[src/rtl/bouncing_box_renderer_if.sv]
// Video link around the box renderer: raster position and timing in from the
// generator, coloured pixels and re-aligned timing out to the encoder.
interface bouncing_box_renderer_if #(
    parameter int CX_W = 10,
    parameter int CY_W = 10
);
    logic [CX_W-1:0] i_sx;
    logic [CY_W-1:0] i_sy;
    logic            i_hsync;
    logic            i_vsync;
    logic            i_de;

    logic [7:0]      o_r;
    logic [7:0]      o_g;
    logic [7:0]      o_b;
    logic            o_hsync;
    logic            o_vsync;
    logic            o_de;

    modport master (
        output i_sx, i_sy, i_hsync, i_vsync, i_de,
        input  o_r, o_g, o_b, o_hsync, o_vsync, o_de
    );

    modport slave (
        input  i_sx, i_sy, i_hsync, i_vsync, i_de,
        output o_r, o_g, o_b, o_hsync, o_vsync, o_de
    );
endinterface

[src/rtl/bouncing_box_renderer.sv]
// Draws a solid square that bounces around the active area. The box moves only
// on vsync rising edges, and colour and timing leave through a matched 2-stage pipe.
module bouncing_box_renderer #(
    parameter int          H_RES     = 640,
    parameter int          V_RES     = 480,
    parameter int          CX_W      = 10,
    parameter int          CY_W      = 10,
    parameter int          BOX_SIZE  = 32,
    parameter int          STEP      = 2,
    parameter int          FRAME_DIV = 1,
    parameter logic [23:0] BOX_COLOR = 24'hFF8000,
    parameter logic [23:0] BG_COLOR  = 24'h000040
) (
    input  logic                    i_clk_pxl,
    input  logic                    i_reset_n,
    input  logic                    i_move_en,
    bouncing_box_renderer_if.slave  vid,
    output logic [CX_W-1:0]         o_box_x,
    output logic [CY_W-1:0]         o_box_y,
    output logic                    o_bounce
);

    typedef enum logic {
        DIR_POS = 1'b0,
        DIR_NEG = 1'b1
    } dir_e;

    localparam int               DIV_W    = (FRAME_DIV > 1) ? $clog2(FRAME_DIV) : 1;
    localparam logic [DIV_W-1:0] DIV_LAST = DIV_W'(FRAME_DIV - 1);
    localparam logic [DIV_W-1:0] DIV_ONE  = DIV_W'(1);

    // One extra bit so position + STEP and position + BOX_SIZE never wrap.
    localparam logic [CX_W:0] X_LIM  = (CX_W + 1)'(H_RES - BOX_SIZE);
    localparam logic [CX_W:0] X_STEP = (CX_W + 1)'(STEP);
    localparam logic [CX_W:0] X_SIZE = (CX_W + 1)'(BOX_SIZE);
    localparam logic [CY_W:0] Y_LIM  = (CY_W + 1)'(V_RES - BOX_SIZE);
    localparam logic [CY_W:0] Y_STEP = (CY_W + 1)'(STEP);
    localparam logic [CY_W:0] Y_SIZE = (CY_W + 1)'(BOX_SIZE);

    logic             r_vs_q;
    logic [DIV_W-1:0] r_div_cnt;
    logic [CX_W-1:0]  r_box_x;
    logic [CY_W-1:0]  r_box_y;
    dir_e             r_dir_x;
    dir_e             r_dir_y;
    logic             r_bounce;

    logic             r_in_box;
    logic             r_de1;
    logic             r_hs1;
    logic             r_vs1;
    logic [23:0]      r_rgb;
    logic             r_de2;
    logic             r_hs2;
    logic             r_vs2;

    logic             w_vs_rise;
    logic             w_move;
    logic [DIV_W-1:0] w_div_next;
    logic [CX_W:0]    w_x_ext;
    logic [CY_W:0]    w_y_ext;
    logic [CX_W:0]    w_x_inc;
    logic [CY_W:0]    w_y_inc;
    logic [CX_W-1:0]  w_x_next;
    logic [CY_W-1:0]  w_y_next;
    dir_e             w_dir_x_next;
    dir_e             w_dir_y_next;
    logic             w_hit_x;
    logic             w_hit_y;
    logic [CX_W:0]    w_sx_ext;
    logic [CY_W:0]    w_sy_ext;
    logic             w_in_box;

    assign w_vs_rise = vid.i_vsync & ~r_vs_q;

    assign w_x_ext = {1'b0, r_box_x};
    assign w_y_ext = {1'b0, r_box_y};
    assign w_x_inc = w_x_ext + X_STEP;
    assign w_y_inc = w_y_ext + Y_STEP;

    // NOTE: every combinational output gets a default first, so no path leaves it unassigned (no latch).
    always_comb begin
        w_div_next = r_div_cnt;
        w_move     = 1'b0;
        if (!i_move_en) begin
            w_div_next = '0;
        end else if (w_vs_rise) begin
            if (r_div_cnt == DIV_LAST) begin
                w_div_next = '0;
                w_move     = 1'b1;
            end else begin
                w_div_next = r_div_cnt + DIV_ONE;
            end
        end
    end

    always_comb begin
        w_x_next     = r_box_x;
        w_dir_x_next = r_dir_x;
        w_hit_x      = 1'b0;
        if (r_dir_x == DIR_POS) begin
            if (w_x_inc >= X_LIM) begin
                w_x_next     = X_LIM[CX_W-1:0];
                w_dir_x_next = DIR_NEG;
                w_hit_x      = 1'b1;
            end else begin
                w_x_next = w_x_inc[CX_W-1:0];
            end
        end else begin
            if (w_x_ext <= X_STEP) begin
                w_x_next     = '0;
                w_dir_x_next = DIR_POS;
                w_hit_x      = 1'b1;
            end else begin
                w_x_next = r_box_x - X_STEP[CX_W-1:0];
            end
        end
    end

    always_comb begin
        w_y_next     = r_box_y;
        w_dir_y_next = r_dir_y;
        w_hit_y      = 1'b0;
        if (r_dir_y == DIR_POS) begin
            if (w_y_inc >= Y_LIM) begin
                w_y_next     = Y_LIM[CY_W-1:0];
                w_dir_y_next = DIR_NEG;
                w_hit_y      = 1'b1;
            end else begin
                w_y_next = w_y_inc[CY_W-1:0];
            end
        end else begin
            if (w_y_ext <= Y_STEP) begin
                w_y_next     = '0;
                w_dir_y_next = DIR_POS;
                w_hit_y      = 1'b1;
            end else begin
                w_y_next = r_box_y - Y_STEP[CY_W-1:0];
            end
        end
    end

    // NOTE: state registers use non-blocking assignments so all of them update from the same pre-edge values.
    always_ff @(posedge i_clk_pxl or negedge i_reset_n) begin
        if (!i_reset_n) begin
            r_vs_q    <= 1'b0;
            r_div_cnt <= '0;
            r_box_x   <= '0;
            r_box_y   <= '0;
            r_dir_x   <= DIR_POS;
            r_dir_y   <= DIR_POS;
            r_bounce  <= 1'b0;
        end else begin
            r_vs_q    <= vid.i_vsync;
            r_div_cnt <= w_div_next;
            r_bounce  <= w_move & (w_hit_x | w_hit_y);
            if (w_move) begin
                r_box_x <= w_x_next;
                r_box_y <= w_y_next;
                r_dir_x <= w_dir_x_next;
                r_dir_y <= w_dir_y_next;
            end
        end
    end

    assign w_sx_ext = {1'b0, vid.i_sx};
    assign w_sy_ext = {1'b0, vid.i_sy};
    assign w_in_box = (w_sx_ext >= w_x_ext) && (w_sx_ext < w_x_ext + X_SIZE) &&
                      (w_sy_ext >= w_y_ext) && (w_sy_ext < w_y_ext + Y_SIZE);

    // Timing strobes travel with the pixel so sync, de and colour stay aligned.
    always_ff @(posedge i_clk_pxl or negedge i_reset_n) begin
        if (!i_reset_n) begin
            r_in_box <= 1'b0;
            r_de1    <= 1'b0;
            r_hs1    <= 1'b0;
            r_vs1    <= 1'b0;
            r_rgb    <= '0;
            r_de2    <= 1'b0;
            r_hs2    <= 1'b0;
            r_vs2    <= 1'b0;
        end else begin
            r_in_box <= w_in_box;
            r_de1    <= vid.i_de;
            r_hs1    <= vid.i_hsync;
            r_vs1    <= vid.i_vsync;
            r_rgb    <= r_de1 ? (r_in_box ? BOX_COLOR : BG_COLOR) : 24'h000000;
            r_de2    <= r_de1;
            r_hs2    <= r_hs1;
            r_vs2    <= r_vs1;
        end
    end

    assign vid.o_r     = r_rgb[23:16];
    assign vid.o_g     = r_rgb[15:8];
    assign vid.o_b     = r_rgb[7:0];
    assign vid.o_de    = r_de2;
    assign vid.o_hsync = r_hs2;
    assign vid.o_vsync = r_vs2;

    assign o_box_x  = r_box_x;
    assign o_box_y  = r_box_y;
    assign o_bounce = r_bounce;

endmodule

[src/flat_wrapper.sv]
// flat-port wrapper written by rule: the top's interface ports become plain ports
module bouncing_box_renderer_flat 
#(
    parameter int          H_RES     = 640,
    parameter int          V_RES     = 480,
    parameter int          CX_W      = 10,
    parameter int          CY_W      = 10,
    parameter int          BOX_SIZE  = 32,
    parameter int          STEP      = 2,
    parameter int          FRAME_DIV = 1,
    parameter logic [23:0] BOX_COLOR = 24'hFF8000,
    parameter logic [23:0] BG_COLOR  = 24'h000040
)
  (i_clk_pxl, i_reset_n, i_move_en, o_box_x, o_box_y, o_bounce, vid_i_sx, vid_i_sy, vid_i_hsync, vid_i_vsync, vid_i_de, vid_o_r, vid_o_g, vid_o_b, vid_o_hsync, vid_o_vsync, vid_o_de);
  bouncing_box_renderer_if #(.CX_W(CX_W), .CY_W(CY_W)) vid_i ();
  input  logic i_clk_pxl;
  input  logic i_reset_n;
  input  logic i_move_en;
  output logic [CX_W-1:0] o_box_x;
  output logic [CY_W-1:0] o_box_y;
  output logic o_bounce;
  input wire logic [$bits(vid_i.i_sx)-1:0] vid_i_sx;
  input wire logic [$bits(vid_i.i_sy)-1:0] vid_i_sy;
  input wire logic [$bits(vid_i.i_hsync)-1:0] vid_i_hsync;
  input wire logic [$bits(vid_i.i_vsync)-1:0] vid_i_vsync;
  input wire logic [$bits(vid_i.i_de)-1:0] vid_i_de;
  output wire logic [$bits(vid_i.o_r)-1:0] vid_o_r;
  output wire logic [$bits(vid_i.o_g)-1:0] vid_o_g;
  output wire logic [$bits(vid_i.o_b)-1:0] vid_o_b;
  output wire logic [$bits(vid_i.o_hsync)-1:0] vid_o_hsync;
  output wire logic [$bits(vid_i.o_vsync)-1:0] vid_o_vsync;
  output wire logic [$bits(vid_i.o_de)-1:0] vid_o_de;
  assign vid_i.i_sx = vid_i_sx;
  assign vid_i.i_sy = vid_i_sy;
  assign vid_i.i_hsync = vid_i_hsync;
  assign vid_i.i_vsync = vid_i_vsync;
  assign vid_i.i_de = vid_i_de;
  assign vid_o_r = vid_i.o_r;
  assign vid_o_g = vid_i.o_g;
  assign vid_o_b = vid_i.o_b;
  assign vid_o_hsync = vid_i.o_hsync;
  assign vid_o_vsync = vid_i.o_vsync;
  assign vid_o_de = vid_i.o_de;
  bouncing_box_renderer #(.H_RES(H_RES), .V_RES(V_RES), .CX_W(CX_W), .CY_W(CY_W), .BOX_SIZE(BOX_SIZE), .STEP(STEP), .FRAME_DIV(FRAME_DIV), .BOX_COLOR(BOX_COLOR), .BG_COLOR(BG_COLOR)) u_core (.i_clk_pxl(i_clk_pxl), .i_reset_n(i_reset_n), .i_move_en(i_move_en), .vid(vid_i), .o_box_x(o_box_x), .o_box_y(o_box_y), .o_bounce(o_bounce));
endmodule
[config.mk]
export PLATFORM = sky130hd
export DESIGN_NAME = bouncing_box_renderer_flat
export DESIGN_NICKNAME = d
export VERILOG_FILES = /design/src/rtl/bouncing_box_renderer_if.sv /design/src/rtl/bouncing_box_renderer.sv /design/src/flat_wrapper.sv
export SDC_FILE = /design/constraint.sdc
export NUM_CORES = 1
export LEC_CHECK = 0
export CORE_ASPECT_RATIO = 0.75
export CORE_MARGIN = 3
export CORE_UTILIZATION = 30
export DETAILED_ROUTE_END_ITERATION = 8
export HOLD_SLACK_MARGIN = 0.03
export PLACE_DENSITY = 0.61
export SLEW_MARGIN = 0
export SYNTH_ARGS = -nofsm -noshare
export SYNTH_HDL_FRONTEND = slang
export SYNTH_SLANG_ARGS = --single-unit
[constraint.sdc]
create_clock -name i_clk_pxl -period 8.1 [get_ports i_clk_pxl]
set_input_delay 1.215 -clock i_clk_pxl [delete_from_list [all_inputs] [get_ports i_clk_pxl]]
set_output_delay 1.215 -clock i_clk_pxl [all_outputs]
set_load 0.01 [all_outputs]
==> results.md, run 1 <==
- Status: finished clean
- Register area share after synthesis: 0.256
- Distinct cells, synth: 54
- Worst Setup EP: u_core.r_in_box
- Top cells by area, synth: dfrtp_1 (26%), ha_1 (16%), buf_4 (6.2%)
- Post-synth EDFFs: 0
- Max Fanout on Critical Path: 2
- Static Leak: 1.53 nW
- Critical path class: in -> reg
- Reg2reg start: u_core.o_box_x[6]
- Die outline width: 120 µm
- Worst clock skew: 3.93 ps
- Initial antenna violation count: 0
- Site row count: 30
- Int Power: 0.434 mW
- HP Class: reg -> reg
- Effective utilization at floorplan: 0.316
- R2R depth: 9
- I/O Pins: 74
- Yosys warnings: 0
- Max-cap violations: 0
- Hold_buf cts: 0
- CP arrival: 3490 ps
- Clock Pin Slew Worst Setup and Hold Paths: 50 ps
- NetSw: 0.278 mW
- Die area: 11000 µm²
- Syn_area_per_cell: 8.11 µm²
- Crit end category: flop
- TritonCTS Buffers: 5
- Start point of the critical path: vid_i_sx[8]
- Nets: 462
- CTS tree: yes
- Comb power frac: 0.424
- Die H: 91.6 µm
- Fin. Hold Viols: 0
- Pwr per Cell Area: 198 nW/µm²
- Dominant cell type by area after synthesis: dfrtp_1
- Switch share: 0.391
- Final setup fails: 0
- Antenna viol nets, final: 0
- Core ar.: 9270 µm²
- Clock latency on the worst-skew pair: 270 ps
- FF-to-FF End: u_core.r_in_box
- Synth async-reset ratio: 1.00
- Final Critical Period: 3340 ps
- Maximum number of pins on one net before global-route repair: 31
- Vias post-DR: 2749
- Number of global-route vias before repair: 2515
- Fin. max-slew vios: 0
- Main synth FF type: dfrtp_1
- CP required: 8240 ps
- Unrepaired setup endpoints after global routing: false
- Flops & latches, synth: 30
- Drt drc: 0
- Maximum clock rate: 299 MHz
- Setup crit start kind: input pin
- Wire length after detailed routing: 7.69 mm
- First-pass GRT wire length: 12.6 mm
- Placer Congestion: 0.843
- # port buffers: 55
- Synthesized area: 2930 µm²
- CTS Buffer Depth: 2
- Setup bufs post-CTS: 0
- Clock share of power: 0.265
- Vias per cell: 5.22
- Total negative slack: 0 ps
- Area Overhead vs Synth: 22.7%
- Initial DRC count: 251
- FILL cells: 952
- Yosys top cell area share: 0.256
- Synth Instances: 361
- Antenna cells: 0
- Layout cells sized above 1: 0.0351
- Grt total ovfl: 0
- Post-DP HPWL: 5.80 mm
- Worst VDD drop: 0.0850 mV
- GRT Total Usage: 0.139
- Sequential share of power: 0.311
- Worst R2R Setup Slack: 5080 ps
- CTS resizes: 0
- Max-slew headroom: 0.311
- CTS root buffer: clkbuf_16
- CTS sink cnt: 30
- Drt first pass iters: 4
- Ratio of final minimum period to clock period: 0.413
- Power after layout: 0.712 mW
- CTS H-tree depth: 2
- WL/cell: 14.6 µm
- Slew @ Worst Pin: 1030 ps
-- Yosys cell counts (all sizes together) (2+ instances only) --
cell type and number:
a21oi 26, a211oi 3, clkinv 2, or3 7, buf 27, a22o 3, and4 2, dfrtp 30
and3 6, nand4 3, a31oi 5, nand2 26, clkbuf 14, a21o 7, inv 23, or4 2
o2bb2ai 2, nand2b 3, o32ai 3, o21a 4, o21ai 26, ha 38, a221oi 2, and2 6
nand3 12, nor2b 3, o31ai 7, o41ai 3, xnor2 8, o211ai 4, nor3 10, a2111oi 3
o22ai 3, nor2 22, mux2i 2
-- power groups by stage --
stage	sequential (mW)	combinational, mW	clock (mW)
global placement	0.225	0.291	0
CTS	0.221	0.303	0.194
floorplan	0.216	0.199	0
detailed placement	0.224	0.301	0
global route	0.228	0.344	0.200
finish	0.221	0.302	0.189
-- kinds of logic after synthesis --
kind of cell	count (synthesis)	synth area share
AO/OA/AOI/OAI	109	0.243
AND/OR/NAND/NOR	106	0.182
other	1	0.00128
buffers and inverters	66	0.121
multiplexers	3	0.0107
flip-flops	30	0.256
adder cells (fa/ha/maj)	38	0.162
XOR/XNOR	8	0.0239
-- cell usage in the layout (no fill, tap or decap), drive strengths merged, types with 4 or more instances in the layout --
master,count
ha,38
a21o,7
conb,16
inv,23
nand2,26
a31oi,5
nand3,12
or3,7
clkbuf,6
nor3,10
dfrtp,30
xnor2,8
o211ai,4
nor2,22
and3,6
o21a,4
and2,6
o21ai,26
a21oi,26
o31ai,7
clkdlybuf4s50,55
-- how the worst min path moves through the flow --
stage	depth (start not counted)	endpoint	start	slack, ps
after detailed placement	0	u_core.vid.o_hsync	u_core.r_hs1	340
after global placement	0	u_core.vid.o_hsync	u_core.r_hs1	340
after CTS	0	u_core.vid.o_hsync	u_core.r_hs1	350
after floorplan	0	u_core.vid.o_hsync	u_core.r_hs1	330
final	0	u_core.vid.o_hsync	u_core.r_hs1	350
after global routing	0	u_core.vid.o_hsync	u_core.r_hs1	370
-- layout make-up --
cell class	count	area, µm²	share of cell area
well taps	128	160	0.0446
flip-flops and latches	30	751	0.209
repair buffers	56	558	0.155
clock inverters	2	12.5	0.00348
clock buffers	6	139	0.0386
multi-input cells	280	1880	0.523
inverters	25	93.8	0.0261
-- per-layer routing --
| metal | vias up | track usage | share of wire |
|---|---|---|---|
| li1 | 1359 | - | - |
| met1 | 1295 | 0.209 | 0.51 |
| met2 | 92 | 0.202 | 0.43 |
| met3 | 3 | 0.0311 | 0.061 |
| met4 | 0 | 0.0257 | 0.0022 |
| met5 | - | 0 | 0 |
-- per-stage QoR --
stage | cells | instance area [µm²] | hold WS [ps] | util | setup WS (ps)
global route | 527 | 3590 | 365 | 0.388 | 4400
floorplan | 376 | 2990 | 331 | - | 5200
CTS | 527 | 3590 | 354 | 0.388 | 4750
finish | 527 | 3590 | 350 | 0.388 | 4760
global placement | 519 | 3440 | 337 | 0.371 | 4550
detailed placement | 519 | 3440 | 340 | 0.371 | 4450
-- worst max-delay path: stages --
cell and delay (ps):
clkdlybuf4s50_1 430, ha_1 320, a21oi_1 160, nor2b_1 60, a2111oi_0 360, a21oi_1 170, or3_1 390, a2111oi_0 380
No activity file was read; power rests on OpenSTA's default activity.
==> inputs of run 2 (changes only) <==
--- a/config.mk
+++ b/config.mk
@@ -10,7 +10,7 @@
 export CORE_UTILIZATION = 30
 export DETAILED_ROUTE_END_ITERATION = 8
 export HOLD_SLACK_MARGIN = 0.03
-export PLACE_DENSITY = 0.61
+export PLACE_DENSITY = 0.63
 export SLEW_MARGIN = 0
 export SYNTH_ARGS = -nofsm -noshare
 export SYNTH_HDL_FRONTEND = slang
==> constraint.sdc (replaced) <==
create_clock -name i_clk_pxl -period 2.8 [get_ports i_clk_pxl]
set_input_delay 0.42 -clock i_clk_pxl [delete_from_list [all_inputs] [get_ports i_clk_pxl]]
set_output_delay 0.42 -clock i_clk_pxl [all_outputs]
set_load 0.01 [all_outputs]
==> run 2 against run 1 <==
Register-to-register slack got worse by 5000 ps; hold slack improved by 7.4 ps; die area did not move; utilization rose by 1.7 points; via count rose by 3.4%; sequential power rose to 2.8 times the previous value; critical endpoint unchanged; largest cell class unchanged; largest power group unchanged.
==> results.md, run 2 (synthesis results as in run 1) <==
- Status: finished clean
- CP cell instances: ha_1, buf_4, xnor2_1, ha_1, a21oi_1, nor2b_1, a2111oi_2, a21oi_1, or3_1, a2111oi_2
- Vias per cell: 5.20
- CP top delay family: compound AO/OA/AOI/OAI gates
- Hold slack final: 358 ps
- Die outline width: 120 µm
- Post-DP HPWL: 6.07 mm
- Hold_buf cts: 0
- TritonCTS Buffers: 5
- GRT Total Usage: 0.144
- Layout cells sized above 1: 0.0835
- Vias post-DR: 2843
- CTS sink cnt: 30
- # port buffers: 55
- Antenna cells: 0
- Switch share: 0.384
- Crit end category: flop
- Max-slew headroom: 0.547
- CP required: 2960 ps
- Static Leak: 1.63 nW
- Final Critical Period: 2710 ps
- Dpl cells: 538
- WL/cell: 14.4 µm
- Clock share of power: 0.256
- Comb power frac: 0.454
- Ratio of final minimum period to clock period: 0.969
- Core ar.: 9270 µm²
- Sequential share of power: 0.290
- Max-cap violations: 0
- Clock latency on the worst-skew pair: 270 ps
- I/O Pins: 74
- Maximum number of pins on one net before global-route repair: 31
- Critical path class: reg -> reg
- HP Class: reg -> reg
- Placer Congestion: 0.843
- Worst path slowest cell: dfrtp_1
- Fin. Hold Viols: 0
- Slew @ Worst Pin: 679 ps
- Wire length after detailed routing: 7.88 mm
- NetSw: 0.804 mW
- Setup crit start kind: flop
- Worst VDD drop: 0.249 mV
- Antenna viol nets, final: 0
- Final setup fails: 0
- Maximum clock rate: 369 MHz
- Clock Pin Slew Worst Setup and Hold Paths: 50 ps
- CTS tree: yes
- Fin. max-slew vios: 0
- Pwr per Cell Area: 558 nW/µm²
- CP arrival: 2880 ps
- CP max stage delay: 420 ps
- Drt drc: 0
- Max Fanout on Critical Path: 5
- Effective utilization at floorplan: 0.316
- CTS Buffer Depth: 2
- Int Power: 1.29 mW
- CTS H-tree depth: 2
- WP buf/inv: 1
- Most frequent cells in the layout: clkdlybuf4s50_1 (55), ha_1 (38), dfrtp_1 (30)
- Initial antenna violation count: 0
- Die area: 11000 µm²
- Site row count: 30
- CTS root buffer: clkbuf_16
- Post-route insts no fill: 547
- Grt total ovfl: 0
- Initial DRC count: 206
- Drt first pass iters: 5
- Nets: 482
- Die H: 91.6 µm
- First-pass GRT wire length: 13.2 mm
- Most common cell after layout, fill and taps aside: clkdlybuf4s50_1
- Area Overhead vs Synth: 28.2%
- Number of global-route vias before repair: 2705
- Worst clock skew: 3.66 ps
[run 2: cell count changes in the layout (fill, tap and decap cells not counted)]
cell        before  now
clkinvlp_4       1    0
a2111oi_0        3    1
a2111oi_2        0    2
clkbuf_1         0    1
buf_4            1   21
[run 2: repair_timing]
action,4_1_cts,5_1_grt
gates resized for setup,1,3
setup endpoints to repair,1,1
setup buffers,0,1
hold endpoints to repair,0,0
[run 2: per-layer routing]
metal | GRT usage | up-vias | wire length [µm]
li1 | - | 1391 | -
met1 | 0.209 | 1327 | 3800
met2 | 0.213 | 115 | 3400
met3 | 0.0405 | 10 | 626
met4 | 0.0296 | 0 | 56
met5 | 0 | - | 0
[run 2: area by class of cell]
class,count,area (µm²)
clock buffer,7,143
clock inverter,1,5.00
fill,933,5520
inverter,25,93.8
multi-input combinational,280,1890
sequential,30,751
tap,128,160
timing repair buffer,76,708
[run 2: path summary, 6_finish.rpt]
check	cells after the start	startpoint	to	slack [ps]
max	10	u_core.o_box_x[6]	u_core.r_in_box	90
min	0	u_core.r_hs1	u_core.vid.o_hsync	360
max reg2reg	10	u_core.o_box_x[6]	u_core.r_in_box	90
min reg2reg	0	u_core.r_hs1	u_core.vid.o_hsync	360
max in group asynchronous	2	i_reset_n	u_core.vid.o_hsync	1950
min in group asynchronous	2	i_reset_n	u_core.r_rgb[22]	550
[run 2: power groups by stage]
stage	logic (mW)	registers, mW	clock network [mW]
after floorplan	0.575	0.625	0
after global placement	0.922	0.611	0
after detailed placement	0.942	0.611	0
after CTS	0.949	0.605	0.551
after global routing	1.08	0.622	0.575
final	0.951	0.608	0.537
[run 2: stage by stage]
stage | power, mW | setup TNS [ps] | worst slack [ps] | util | cell area (µm²)
2_1_floorplan | 1.20 | 0 | 178 | - | 2990
3_3_place_gp | 1.53 | 0 | 45.8 | 0.387 | 3590
3_5_place_dp | 1.55 | -128 | -128 | 0.387 | 3590
4_1_cts | 2.10 | 0 | 27.5 | 0.403 | 3730
5_1_grt | 2.27 | -52.1 | -52.1 | 0.405 | 3750
6_report | 2.10 | 0 | 87.8 | 0.405 | 3750
